==> src/rtl/bit_vector_pkg.sv <==
// rtl/bit_vector_pkg.sv - shared types and helpers for the bit-vector index streamer
package bit_vector_pkg;

  typedef enum logic {
    IDLE = 1'b0,
    BUSY = 1'b1
  } state_e;

  // Widest vector popcount() accepts; callers zero-extend into it.
  localparam int MAX_VEC_W = 256;

  function automatic int idx_width(input int vector_size);
    return $clog2(vector_size);
  endfunction

  // One extra bit so an all-ones vector's count fits without wrapping.
  function automatic int cnt_width(input int vector_size);
    return $clog2(vector_size) + 1;
  endfunction

  function automatic int popcount(input logic [MAX_VEC_W-1:0] v);
    int n;
    n = 0;
    for (int i = 0; i < MAX_VEC_W; i++) begin
      n += int'(v[i]);
    end
    return n;
  endfunction

endpackage

==> src/rtl/bit_vector_index_streamer_if.sv <==
// rtl/bit_vector_index_streamer_if.sv - vector-in / index-beat-out handshake bundle
interface bit_vector_index_streamer_if #(
  parameter int VECTOR_SIZE = 16
);
  import bit_vector_pkg::*;

  localparam int IDX_W = idx_width(VECTOR_SIZE);
  localparam int CNT_W = cnt_width(VECTOR_SIZE);

  logic                   in_valid;
  logic                   in_ready;
  logic [VECTOR_SIZE-1:0] in_vector;
  logic                   out_valid;
  logic                   out_ready;
  logic [IDX_W-1:0]       out_idx;
  logic [CNT_W-1:0]       out_seq;
  logic                   out_last;
  logic                   out_empty;
  logic [CNT_W-1:0]       out_count;

  modport master (
    output in_valid, in_vector, out_ready,
    input  in_ready, out_valid, out_idx, out_seq, out_last, out_empty, out_count
  );

  modport slave (
    input  in_valid, in_vector, out_ready,
    output in_ready, out_valid, out_idx, out_seq, out_last, out_empty, out_count
  );

endinterface

==> src/rtl/lsb_first_one.sv <==
// rtl/lsb_first_one.sv - lowest set bit finder: index, any/single flags, vector with that bit cleared
module lsb_first_one
  import bit_vector_pkg::*;
#(
  parameter  int VECTOR_SIZE = 16,
  localparam int IDX_W       = idx_width(VECTOR_SIZE)
) (
  input  logic [VECTOR_SIZE-1:0] vec,
  output logic [IDX_W-1:0]       idx,
  output logic                   any,
  output logic                   single,
  output logic [VECTOR_SIZE-1:0] cleared
);

  assign cleared = vec & (vec - VECTOR_SIZE'(1));
  assign any     = |vec;
  assign single  = any && (cleared == '0);

  // Scan downward so the lowest set bit is the final write.
  always_comb begin
    idx = '0;
    for (int i = VECTOR_SIZE - 1; i >= 0; i--) begin
      if (vec[i]) begin
        idx = IDX_W'(i);
      end
    end
  end

endmodule

==> src/rtl/bit_vector_index_streamer.sv <==
// rtl/bit_vector_index_streamer.sv - streams the index of every set bit of a captured vector, LSB first
module bit_vector_index_streamer
  import bit_vector_pkg::*;
#(
  parameter int VECTOR_SIZE = 16
) (
  input logic                        clk,
  input logic                        rst,
  bit_vector_index_streamer_if.slave bus
);

  localparam int IDX_W = idx_width(VECTOR_SIZE);
  localparam int CNT_W = cnt_width(VECTOR_SIZE);

  state_e                 state_q, state_d;
  logic [VECTOR_SIZE-1:0] pending_q, pending_d;
  logic [CNT_W-1:0]       seq_q, seq_d;
  logic [CNT_W-1:0]       count_q, count_d;
  logic                   empty_q, empty_d;

  logic [IDX_W-1:0]       low_idx;
  logic                   any_set;
  logic                   single_set;
  logic [VECTOR_SIZE-1:0] cleared;
  logic                   last;

  lsb_first_one #(.VECTOR_SIZE(VECTOR_SIZE)) u_lsb (
    .vec     (pending_q),
    .idx     (low_idx),
    .any     (any_set),
    .single  (single_set),
    .cleared (cleared)
  );

  // An empty pending vector in BUSY is the single all-zero beat.
  assign last = (state_q == BUSY) && (single_set || !any_set);

  always_comb begin
    state_d   = state_q;
    pending_d = pending_q;
    seq_d     = seq_q;
    count_d   = count_q;
    empty_d   = empty_q;
    case (state_q)
      IDLE: begin
        if (bus.in_valid) begin
          pending_d = bus.in_vector;
          count_d   = CNT_W'(popcount(MAX_VEC_W'(bus.in_vector)));
          seq_d     = '0;
          empty_d   = (bus.in_vector == '0);
          state_d   = BUSY;
        end
      end
      BUSY: begin
        if (bus.out_ready) begin
          if (last) begin
            state_d   = IDLE;
            pending_d = '0;
            seq_d     = '0;
            count_d   = '0;
            empty_d   = 1'b0;
          end else begin
            pending_d = cleared;
            seq_d     = seq_q + CNT_W'(1);
          end
        end
      end
      default: state_d = IDLE;
    endcase
  end

  always_ff @(posedge clk or posedge rst) begin
    if (rst) begin
      state_q   <= IDLE;
      pending_q <= '0;
      seq_q     <= '0;
      count_q   <= '0;
      empty_q   <= 1'b0;
    end else begin
      state_q   <= state_d;
      pending_q <= pending_d;
      seq_q     <= seq_d;
      count_q   <= count_d;
      empty_q   <= empty_d;
    end
  end

  assign bus.in_ready  = (state_q == IDLE);
  assign bus.out_valid = (state_q == BUSY);
  assign bus.out_idx   = low_idx;
  assign bus.out_seq   = seq_q;
  assign bus.out_last  = last;
  assign bus.out_empty = empty_q;
  assign bus.out_count = count_q;

endmodule

==> src/flat_wrapper.sv <==
// flat-port wrapper written by rule: the top's interface ports become plain ports
module bit_vector_index_streamer_flat import bit_vector_pkg::*;
#(
  parameter int VECTOR_SIZE = 16
)
  (clk, rst, bus_in_valid, bus_in_vector, bus_out_ready, bus_in_ready, bus_out_valid, bus_out_idx, bus_out_seq, bus_out_last, bus_out_empty, bus_out_count);
  bit_vector_index_streamer_if #(.VECTOR_SIZE(VECTOR_SIZE)) bus_i ();
  input logic clk;
  input logic rst;
  input wire logic [$bits(bus_i.in_valid)-1:0] bus_in_valid;
  input wire logic [$bits(bus_i.in_vector)-1:0] bus_in_vector;
  input wire logic [$bits(bus_i.out_ready)-1:0] bus_out_ready;
  output wire logic [$bits(bus_i.in_ready)-1:0] bus_in_ready;
  output wire logic [$bits(bus_i.out_valid)-1:0] bus_out_valid;
  output wire logic [$bits(bus_i.out_idx)-1:0] bus_out_idx;
  output wire logic [$bits(bus_i.out_seq)-1:0] bus_out_seq;
  output wire logic [$bits(bus_i.out_last)-1:0] bus_out_last;
  output wire logic [$bits(bus_i.out_empty)-1:0] bus_out_empty;
  output wire logic [$bits(bus_i.out_count)-1:0] bus_out_count;
  assign bus_i.in_valid = bus_in_valid;
  assign bus_i.in_vector = bus_in_vector;
  assign bus_i.out_ready = bus_out_ready;
  assign bus_in_ready = bus_i.in_ready;
  assign bus_out_valid = bus_i.out_valid;
  assign bus_out_idx = bus_i.out_idx;
  assign bus_out_seq = bus_i.out_seq;
  assign bus_out_last = bus_i.out_last;
  assign bus_out_empty = bus_i.out_empty;
  assign bus_out_count = bus_i.out_count;
  bit_vector_index_streamer #(.VECTOR_SIZE(VECTOR_SIZE)) u_core (.clk(clk), .rst(rst), .bus(bus_i));
endmodule
==> config.mk <==
export PLATFORM = sky130hd
export DESIGN_NAME = bit_vector_index_streamer_flat
export DESIGN_NICKNAME = d
export VERILOG_FILES = /design/src/rtl/bit_vector_pkg.sv /design/src/rtl/bit_vector_index_streamer_if.sv /design/src/rtl/lsb_first_one.sv /design/src/rtl/bit_vector_index_streamer.sv /design/src/flat_wrapper.sv
export SDC_FILE = /design/constraint.sdc
export NUM_CORES = 1
export LEC_CHECK = 0
export CAP_MARGIN = 40
export CORE_MARGIN = 1
export CORE_UTILIZATION = 30
export DETAILED_ROUTE_END_ITERATION = 7
export GPL_TIMING_DRIVEN = 0
export PLACE_DENSITY = 0.56
export SLEW_MARGIN = 20
export SYNTH_ARGS = -nofsm -noshare
export SYNTH_HDL_FRONTEND = slang
export SYNTH_SLANG_ARGS = --single-unit
==> constraint.sdc <==
create_clock -name clk -period 2.65 [get_ports clk]
set_clock_uncertainty 0.05 [all_clocks]
set_input_delay 0.53 -clock clk [delete_from_list [all_inputs] [get_ports clk]]
set_output_delay 0.53 -clock clk [all_outputs]
set_load 0.01 [all_outputs]
; ---- Word-level counts from Yosys, hierarchy flattened
; Cells that the tools add are included.
[totals]
register_bits = 28
input_bits = 20
out_inout_bits = 18
word_cells = 72
[op_classes]
addsub = 17
n_eq_ne = 3
muxes = 36
n_bitwise = 2
reduce_logical = 9
[ops]
columns = operator, count
row1 = adder 5 x 2 -> 5 bit, 14
row2 = two-way mux 4 bit, 16
row3 = two-way mux 16 bit, 3
row4 = logical NOT 16 bit, 2
row5 = one-hot mux 16 bit (2 select lines), 1
row6 = two-way mux 5 bit, 6
row7 = one-hot mux 5 bit (2 select lines), 2
row8 = AND 16 bit, 1
row9 = OR reduction 16 bit, 1
row10 = subtractor 16 x 1 -> 16 bit (second input constant), 1
row11 = two-way mux 1 bit, 6
row12 = != test 2 bit (second input constant), 3
row13 = adder 5 x 1 -> 5 bit (second input constant), 1
row14 = one-hot mux 1 bit (2 select lines), 2
row15 = AND reduction 3 bit, 1
row16 = adder 1 x 1 -> 2 bit, 1
row17 = logical AND 1 bit, 2
row18 = AND reduction 2 bit, 1
row19 = logical NOT 1 bit, 1
row20 = logical OR 1 bit, 1
row21 = inverter 1 bit, 1

; ---- Logic depth before layout (Yosys ltp)
; Gate-level depths: netlist of the first run.
[logic_depth]
ltp_word = 17
ltp_mapped = 15
mapped_depth_nobuf = 15

; ---- By module
; From an unflattened synthesis of the first run, not the netlist that was laid out.
[unflattened]
hier_cells = 243
hier_area_um2 = 2148.3
[by_module_without_submodules]
columns = module, n_inst, cells_each, area_per_inst_um2, seq_area_each_um2
row1 = bit_vector_index_streamer, 1, 173, 1700.4, 700.7
row2 = lsb_first_one, 1, 70, 447.9, 0.0

; ---- Worst setup path after synthesis of the first run
; OpenSTA, ideal clock, no wires.
[synth_timing]
path_type = input-to-reg
start = input port bus_in_vector[0]
end = register u_core.count_q[1] (netlist: u_core.bus.out_count[1])
setup_time_ps = 125
arrival_ps = 3689
required_time_ps = 2475
slack_ps = -1214
path_stages = 12
n_path_buf = 0
path_cell_list = inv_1 > ha_1 > inv_1 > fa_1 > fa_1 > fa_1 > fa_1 > fa_1 > inv_1 > fa_1 > nand2_1 > o21ai_1
[synth_via]
elab_chain_len = 17
[synth_rtl]
columns = element, line
row1 = "start, declared", flat_wrapper.sv:11  ; input wire logic [$bits(bus_i.in_vector)-1:0] bus_in_vector;
row2 = adder 1 x 1 -> 2 bit, bit_vector_pkg.sv:25  ; n += int'(v[i]);
row3 = adder 5 x 2 -> 5 bit (14 in series), bit_vector_pkg.sv:25
row4 = two-way mux 5 bit, bit_vector_index_streamer.sv:46  ; if (bus.in_valid) begin
row5 = one-hot mux 5 bit (2 select lines), bit_vector_index_streamer.sv:44  ; case (state_q)
row6 = "end signal, assigned", bit_vector_index_streamer.sv:83  ; count_q <= count_d;
row7 = "end, declared", bit_vector_index_streamer.sv:18  ; logic [CNT_W-1:0] count_q, count_d;
; No other way between the ends. The select of a mux whose other input is x is not followed.
; A chain may end at the register's enable or synchronous reset.

; ---- Worst setup path in the final report of the first run
[layout_timing]
start = input port bus_in_vector[1]
end = register u_core.count_q[1] (netlist: u_core.bus.out_count[1])
; Same word-level chain as after synthesis.

==> results.cfg, run 1 <==
[worst_hold_path]
hold_path.startpoint = bus_in_vector[0]
whs_path_depth = 3
hold_path.class = input pin to flop
hold_path_end = u_core.pending_q[0]

[setup_path]
cp.required_ps = 2770
cp.arrival_ps = 3870
r2r-start = u_core.pending_q[1]
reg2regPathDepth = 7
critical_path.startpoint_type = input pin
ff2ff_setup_slack_ps = 300
cpPeakStageDelay_ps = 540
cp_top_family = adder cells
critical_path.most_common_cell = fa_2
worstSetupPathType = input pin to flop
crit_buf_inv = 4
cp_cell_sequence = buf_12 > inv_12 > ha_4 > inv_2 > fa_1 > fa_2 > fa_2 > fa_1 > fa_2 > inv_2 > fa_2 > nand2_2 > o21ai_2
slowest_stage = fa_2
worstReg2RegEnd = u_core.bus.out_count[2]
worstPathMaxFanout = 2
critPathCaptureType = flop

[synthesis]
synth_seq_cells = 28
ys.warnings.count = 0
yosysSeqAreaShare = 0.334
synth_xor_area_frac = 0.00835
ys_types = 49
syn-mean-instance-area_um2 = 8.89
synthesis.nets = 274
synth_edf_count = 0
synth_ff_type = dfrtp_1
synth_simple_gate_area_frac = 0.188
synthAdderAreaFrac = 0.143
async_reset_ff_frac = 1.00
synthCells = 236
synth_compound_area_frac = 0.237
synthesis.area_um2 = 2100
synth_top_family_by_area = compound AO/OA/AOI/OAI gates
muxShareOfSynthArea = 0

[layout]
final_common_cell = clkdlybuf4s50_1
finalInstanceArea_um2 = 2760
insertedDiodeCount = 0
n_fill_cell = 694
drive_above_1_share = 0.184
final_cell_mix = clkdlybuf4s50_1 (27), inv_1 (25), dfrtp_1 (25)
layout.nets = 322
area_growth_pct = 31.3

[outcome]
violations = negative setup slack
status = finished with violations

[grt]
antenna_found_initial = 0
grt_pass1_wl_um = 9630
grt-ovfl-total = 0
grt_usage = 0.168
grt_max_degree = 16
grt_pass1_vias = 1943

[power]
powerDensity_nw_per_um2 = 1170
ir_worst_vdd_v = 0.000488
p_leak_nw = 1.19

[sta]
slew_headroom = 0.551
worstMarginPinSlew_ps = 671
worst_slack_ps = -1100
hold_viol = 0
rsz0062_at_grt = yes
slew_viol_final = 0
tns_ps = -5700
period_share = 1.41
setup_viol = 7
fin_crit_ps = 3750
fmax_mhz = 267

[clock_tree]
clk_pin_slew_ps = 100
cts-htree-levels = 1
cts_root_buf = clkbuf_8
postCtsHoldBufs = 0
clk_latency_ps = 280
numCtsBuffers = 3
cts_tree = yes
cts_sinks = 28
ctsLongestPathBuffers = 2

[placement]
postPlaceCellArea_um2 = 2630
port_buffers = 37
dp_hpwl_um = 4470
place_congestion = 0.829

[floorplanning]
fp-row-count = 30
die_area_um2 = 7330
io_pins = 38
die_h_um = 85.6
core_area_um2 = 6760
start_util = 0.311
die_w_um = 85.6

[route]
finalWirelength_um = 5750
met1Wirelength_um = 2750
routedWlPerCell_um = 15.8
antenna_left = 0
top_layer = met4
drtPass1Iterations = 4
vias = 1917
routed-wl-met3_um = 240
met2_length_um = 2700
drc = 0
vias_per_cell = 5.28
drt_iter0_markers = 103

[run]
max_cap_violations = 0
==> worst register-to-register path, stage by stage (launching register included) <==
cell       delay (ps)
dfrtp_1           520
nor4_4            290
buf_4             200
a41oi_2           160
a2111oi_4         410
o211ai_4          200
nor2_4            240
o22ai_1           130
==> cell type report <==
class	instances	area [um2]	share of cell area
Tap cell	80	100	0.0363
Inverter	35	149	0.0540
Sequential cell	28	704	0.256
Buffer	10	48.8	0.0177
Timing Repair Buffer	45	439	0.159
Multi-Input combinational cell	161	1260	0.457
Clock buffer	4	55.1	0.0200
==> cell usage after synthesis (2+ instances only) <==
| master | instances | area (um2) |
|---|---|---|
| nor4_1 | 3 | 18.8 |
| nor2b_1 | 2 | 12.5 |
| nand3_1 | 8 | 40.0 |
| ha_1 | 8 | 100 |
| nor3_1 | 5 | 25.0 |
| o21ai_0 | 17 | 85.1 |
| a21oi_1 | 10 | 50.1 |
| nand2_1 | 25 | 93.8 |
| o311ai_0 | 2 | 17.5 |
| o22ai_1 | 8 | 50.1 |
| o2111ai_1 | 2 | 17.5 |
| o31a_1 | 2 | 17.5 |
| dfrtp_1 | 28 | 701 |
| inv_1 | 35 | 131 |
| o211ai_1 | 5 | 37.5 |
| nand2b_1 | 2 | 12.5 |
| o41ai_1 | 2 | 17.5 |
| nor4_4 | 3 | 63.8 |
| a32oi_1 | 3 | 26.3 |
| buf_2 | 3 | 15.0 |
| a31oi_1 | 4 | 25.0 |
| nand4_1 | 3 | 18.8 |
| fa_1 | 10 | 200 |
| nor2_1 | 13 | 48.8 |
| clkbuf_1 | 8 | 30.0 |
| or2_2 | 2 | 12.5 |
==> report_power, final <==
part | switching, W | internal, W | total [W]
Clock | 0.000133 | 0.000133 | 0.000267
Sequential | 0.000197 | 0.000572 | 0.000769
Combinational | 0.00118 | 0.00101 | 0.00220
Total | 0.00151 | 0.00172 | 0.00323
==> worst max-delay path by stage <==
| stage | from | end | depth (start not counted) |
|---|---|---|---|
| after floorplan | bus_in_vector[1] | u_core.bus.out_count[1] | 12 |
| after global placement | bus_in_vector[1] | u_core.bus.out_count[1] | 13 |
| after detailed placement | bus_in_vector[1] | u_core.bus.out_count[1] | 13 |
| after CTS | bus_in_vector[1] | u_core.bus.out_count[1] | 13 |
| after global routing | bus_in_vector[1] | u_core.bus.out_count[1] | 13 |
| final | bus_in_vector[1] | u_core.bus.out_count[1] | 13 |
==> metal layers <==
metal,vias to the layer above,GRT usage
met2,54,0.275
li1,931,-
met4,0,0.0455
met3,5,0.0164
met1,927,0.238
met5,-,0
==> flip-flops by register name (all words and copies together) (netlist names) <==
signal / flops
u_core.bus.out_valid: 1
u_core.bus.out_empty: 1
u_core.pending_q: 16
u_core.bus.out_seq: 5
u_core.bus.out_count: 5
==> cell families (layout without fill, tap and decap cells) <==
group	after synthesis	in the layout
XOR/XNOR	2	2
AO/OA/AOI/OAI	69	69
flip-flops	28	28
adder cells (fa/ha/maj)	18	18
AND/OR/NAND/NOR	72	72
buffers and inverters	47	94
==> metrics by stage <==
stage / std cells / worst slack, ps / util / power, W / hold slack [ps]
floorplan: 236 / -1120 / - / 0.00210 / 497
global placement: 353 / -1970 / 0.386 / 0.00280 / 467
detailed placement: 354 / -1980 / 0.389 / 0.00280 / 462
CTS: 363 / -1250 / 0.405 / 0.00318 / 461
global route: 363 / -1150 / 0.408 / 0.00352 / 469
finish: 363 / -1100 / 0.408 / 0.00323 / 463
==> timing repair <==
item | in CTS | in global routing
setup buffers | 7 | 0
setup endpoints to repair | 10 | 8
pin swaps | 16 | 9
resized for setup | 34 | 8
(Power assumes the default switching activity.)
==> run 2, diff against run 1 <==
--- a/config.mk
+++ b/config.mk
@@ -10,8 +10,9 @@
 export CORE_UTILIZATION = 30
 export DETAILED_ROUTE_END_ITERATION = 7
 export GPL_TIMING_DRIVEN = 0
-export PLACE_DENSITY = 0.56
+export PLACE_DENSITY = 0.55
 export SLEW_MARGIN = 20
 export SYNTH_ARGS = -nofsm -noshare
 export SYNTH_HDL_FRONTEND = slang
+export SYNTH_HIERARCHICAL = 1
 export SYNTH_SLANG_ARGS = --single-unit
==> constraint.sdc (replaced) <==
create_clock -name clk -period 2.65 [get_ports clk]
set_clock_uncertainty 0.05 [all_clocks]
set_input_delay 0.53 -clock clk [delete_from_list [all_inputs] [get_ports clk]]
set_output_delay 0.53 -clock clk [all_outputs]
set_load 0.005 [all_outputs]
==> results.cfg, run 2 <==
[outcome]
status = finished with violations
violations = negative setup slack

[synthesis]
synth_top_area_frac = 0.326
async_reset_ff_frac = 1.00
syn-mean-instance-area_um2 = 8.84
yosys-top-cells-count = inv_1 (33), nand2_1 (32), dfrtp_1 (28), nor2_1 (12), o21ai_0 (12)
ys.warnings.count = 6
yosys.area.top_type = dfrtp_1
synth_ff_type = dfrtp_1
synthCells = 243
synth.top_cells.by_area = dfrtp_1 (33%), fa_1 (9.3%), inv_1 (5.8%)
yosysMostFrequentCell = inv_1
synthesis.nets = 280
synthesis.area_um2 = 2150
synth_seq_cells = 28
yosysSeqAreaShare = 0.326
synth_edf_count = 0
ys_types = 53

[setup_path]
critical_path.most_common_cell = fa_2
cp.depth = 11
cpPeakStageDelay_ps = 590
cp_top_family = adder cells
worstReg2RegEnd = u_core/pending_q[11]
ff2ff_setup_slack_ps = -80
cp_cell_sequence = buf_6 > inv_4 > fa_2 > fa_2 > fa_2 > fa_1 > inv_2 > ha_4 > and3_4 > or3_4 > a32o_1
critPathCaptureType = flop
worstPathMaxFanout = 2
cp.required_ps = 2780
cp.arrival_ps = 3670
critical_path.startpoint_type = input pin
reg2regPathDepth = 10
r2r-start = u_core/pending_q[0]
slowest_stage = fa_2
worstSetupPathType = input pin to flop
crit_buf_inv = 3

[sta]
slew_headroom = 0.576
worstMarginPinSlew_ps = 635
fmax_mhz = 282
rsz0062_at_grt = yes
setup_viol = 20
period_share = 1.34
worst_slack_ps = -890
hold_viol = 0
fin_crit_ps = 3540
tns_ps = -4770
slew_viol_final = 0

[power]
power_w = 0.00346
powerDensity_nw_per_um2 = 1190
p_leak_nw = 1.29
comb_power_share = 0.653
internal_power_w = 0.00191
switching_share = 0.447
p_sw_w = 0.00154
p_clk_frac = 0.103
ir_worst_vdd_v = 0.000525
power_frac_seq = 0.244

[layout]
regMostFlops = u_core/pending_q
final_cell_mix = nand2_1 (32), dfrtp_1 (24), clkdlybuf4s50_1 (23)
final_common_cell = nand2_1
insertedDiodeCount = 0
drive_above_1_share = 0.250
area_growth_pct = 35.2
fin_cells = 388
layout.nets = 330
largest_register_ffs = 16

[worst_hold_path]
hold_path.startpoint = u_core/bus.out_count[4]
hold_path.class = flop to flop
hold_path_end = u_core/bus.out_count[4]
whs_path_depth = 1

[floorplanning]
fp-row-count = 30
die_area_um2 = 7500
io_pins = 38
core_area_um2 = 6870
die_w_um = 86.6
start_util = 0.313
die_h_um = 86.6

[grt]
grt_pass1_vias = 1900
grt_usage = 0.174
antenna_found_initial = 0
grt_max_degree = 29
grt-ovfl-total = 0
grt_pass1_wl_um = 9960

[clock_tree]
cts-htree-levels = 1
cts_tree = yes
numCtsBuffers = 3
cts_root_buf = clkbuf_8
ctsLongestPathBuffers = 2
cts_sinks = 28
clk_pin_slew_ps = 110
clk_latency_ps = 280
postCtsHoldBufs = 0

[route]
vias_per_cell = 5.10
drtPass1Iterations = 4
routedWlPerCell_um = 15.8
drc = 0
drt_iter0_markers = 98
vias = 1977
antenna_left = 0
finalWirelength_um = 6110

[placement]
place_congestion = 0.862
dp_hpwl_um = 4520
port_buffers = 36
dp.cells = 375

[run]
max_cap_violations = 0
==> run 2: cell count changes in the layout (fill, tap and decap cells not counted), sizes merged, moves of 5 or more <==
cell	previous run	this run
buf	14	29
dlygate4sd2	7	2
o22ai	8	0
a22oi	1	9
o211ai	6	1
clkbuf	11	3
nand2	25	32
==> run 2: final cells by class <==
class,instances,area (um2)
buffer,8,45.0
clock buffer,3,41.3
clock inverter,1,30.0
fill,679,3970
inverter,34,143
multi-input combinational,171,1370
sequential,28,706
tap,96,120
timing repair buffer,47,450
==> run 2: metal layers <==
layer / up-vias / track usage / part of all wire
met5: - / 0 / 0
met1: 959 / 0.262 / 0.49
li1: 950 / - / -
met2: 64 / 0.255 / 0.44
met3: 4 / 0.0333 / 0.059
met4: 0 / 0.0379 / 0.0069
==> run 2: cell families after synthesis <==
logic type | Yosys count | synth area share
mux | 3 | 0.0157
simple gates | 81 | 0.204
other cells | 1 | 0.00175
xor+xnor | 1 | 0.00408
compound gates | 67 | 0.224
buf+inv | 44 | 0.0856
flops | 28 | 0.326
fa+ha+maj | 18 | 0.139
==> run 2: worst max-delay path by stage <==
stage | endpoint | startpoint
finish | u_core/bus.out_count[3] | bus_in_vector[1]
global route | u_core/bus.out_count[3] | bus_in_vector[0]
CTS | u_core/bus.out_count[3] | bus_in_vector[3]
detailed placement | u_core/bus.out_count[3] | bus_in_vector[15]
global placement | u_core/bus.out_count[3] | bus_in_vector[15]
floorplan | u_core/bus.out_count[3] | bus_in_vector[5]
==> run 2: timing repair <==
item,4_1_cts,5_1_grt
setup endpoints to repair,25,29
resized for setup,68,20
setup buffers,6,5
pin swaps,17,10
==> run 2: through the flow <==
step	hold slack, ps	worst slack (ps)	instance area (um2)	utilization
final	457	-890	2900	0.423
after global routing	453	-941	2900	0.423
after CTS	453	-902	2800	0.408
after detailed placement	416	-1750	2660	0.388
after global placement	406	-1720	2660	0.388
after floorplan	390	-959	2180	-
==> run 2: power groups by stage <==
stage	clock, W	sequential [W]	combinational, W
global placement	0	0.000822	0.00204
finish	0.000355	0.000844	0.00226
CTS	0.000369	0.000834	0.00217
floorplan	0	0.000777	0.00137
detailed placement	0	0.000826	0.00205
global route	0.000381	0.000881	0.00251
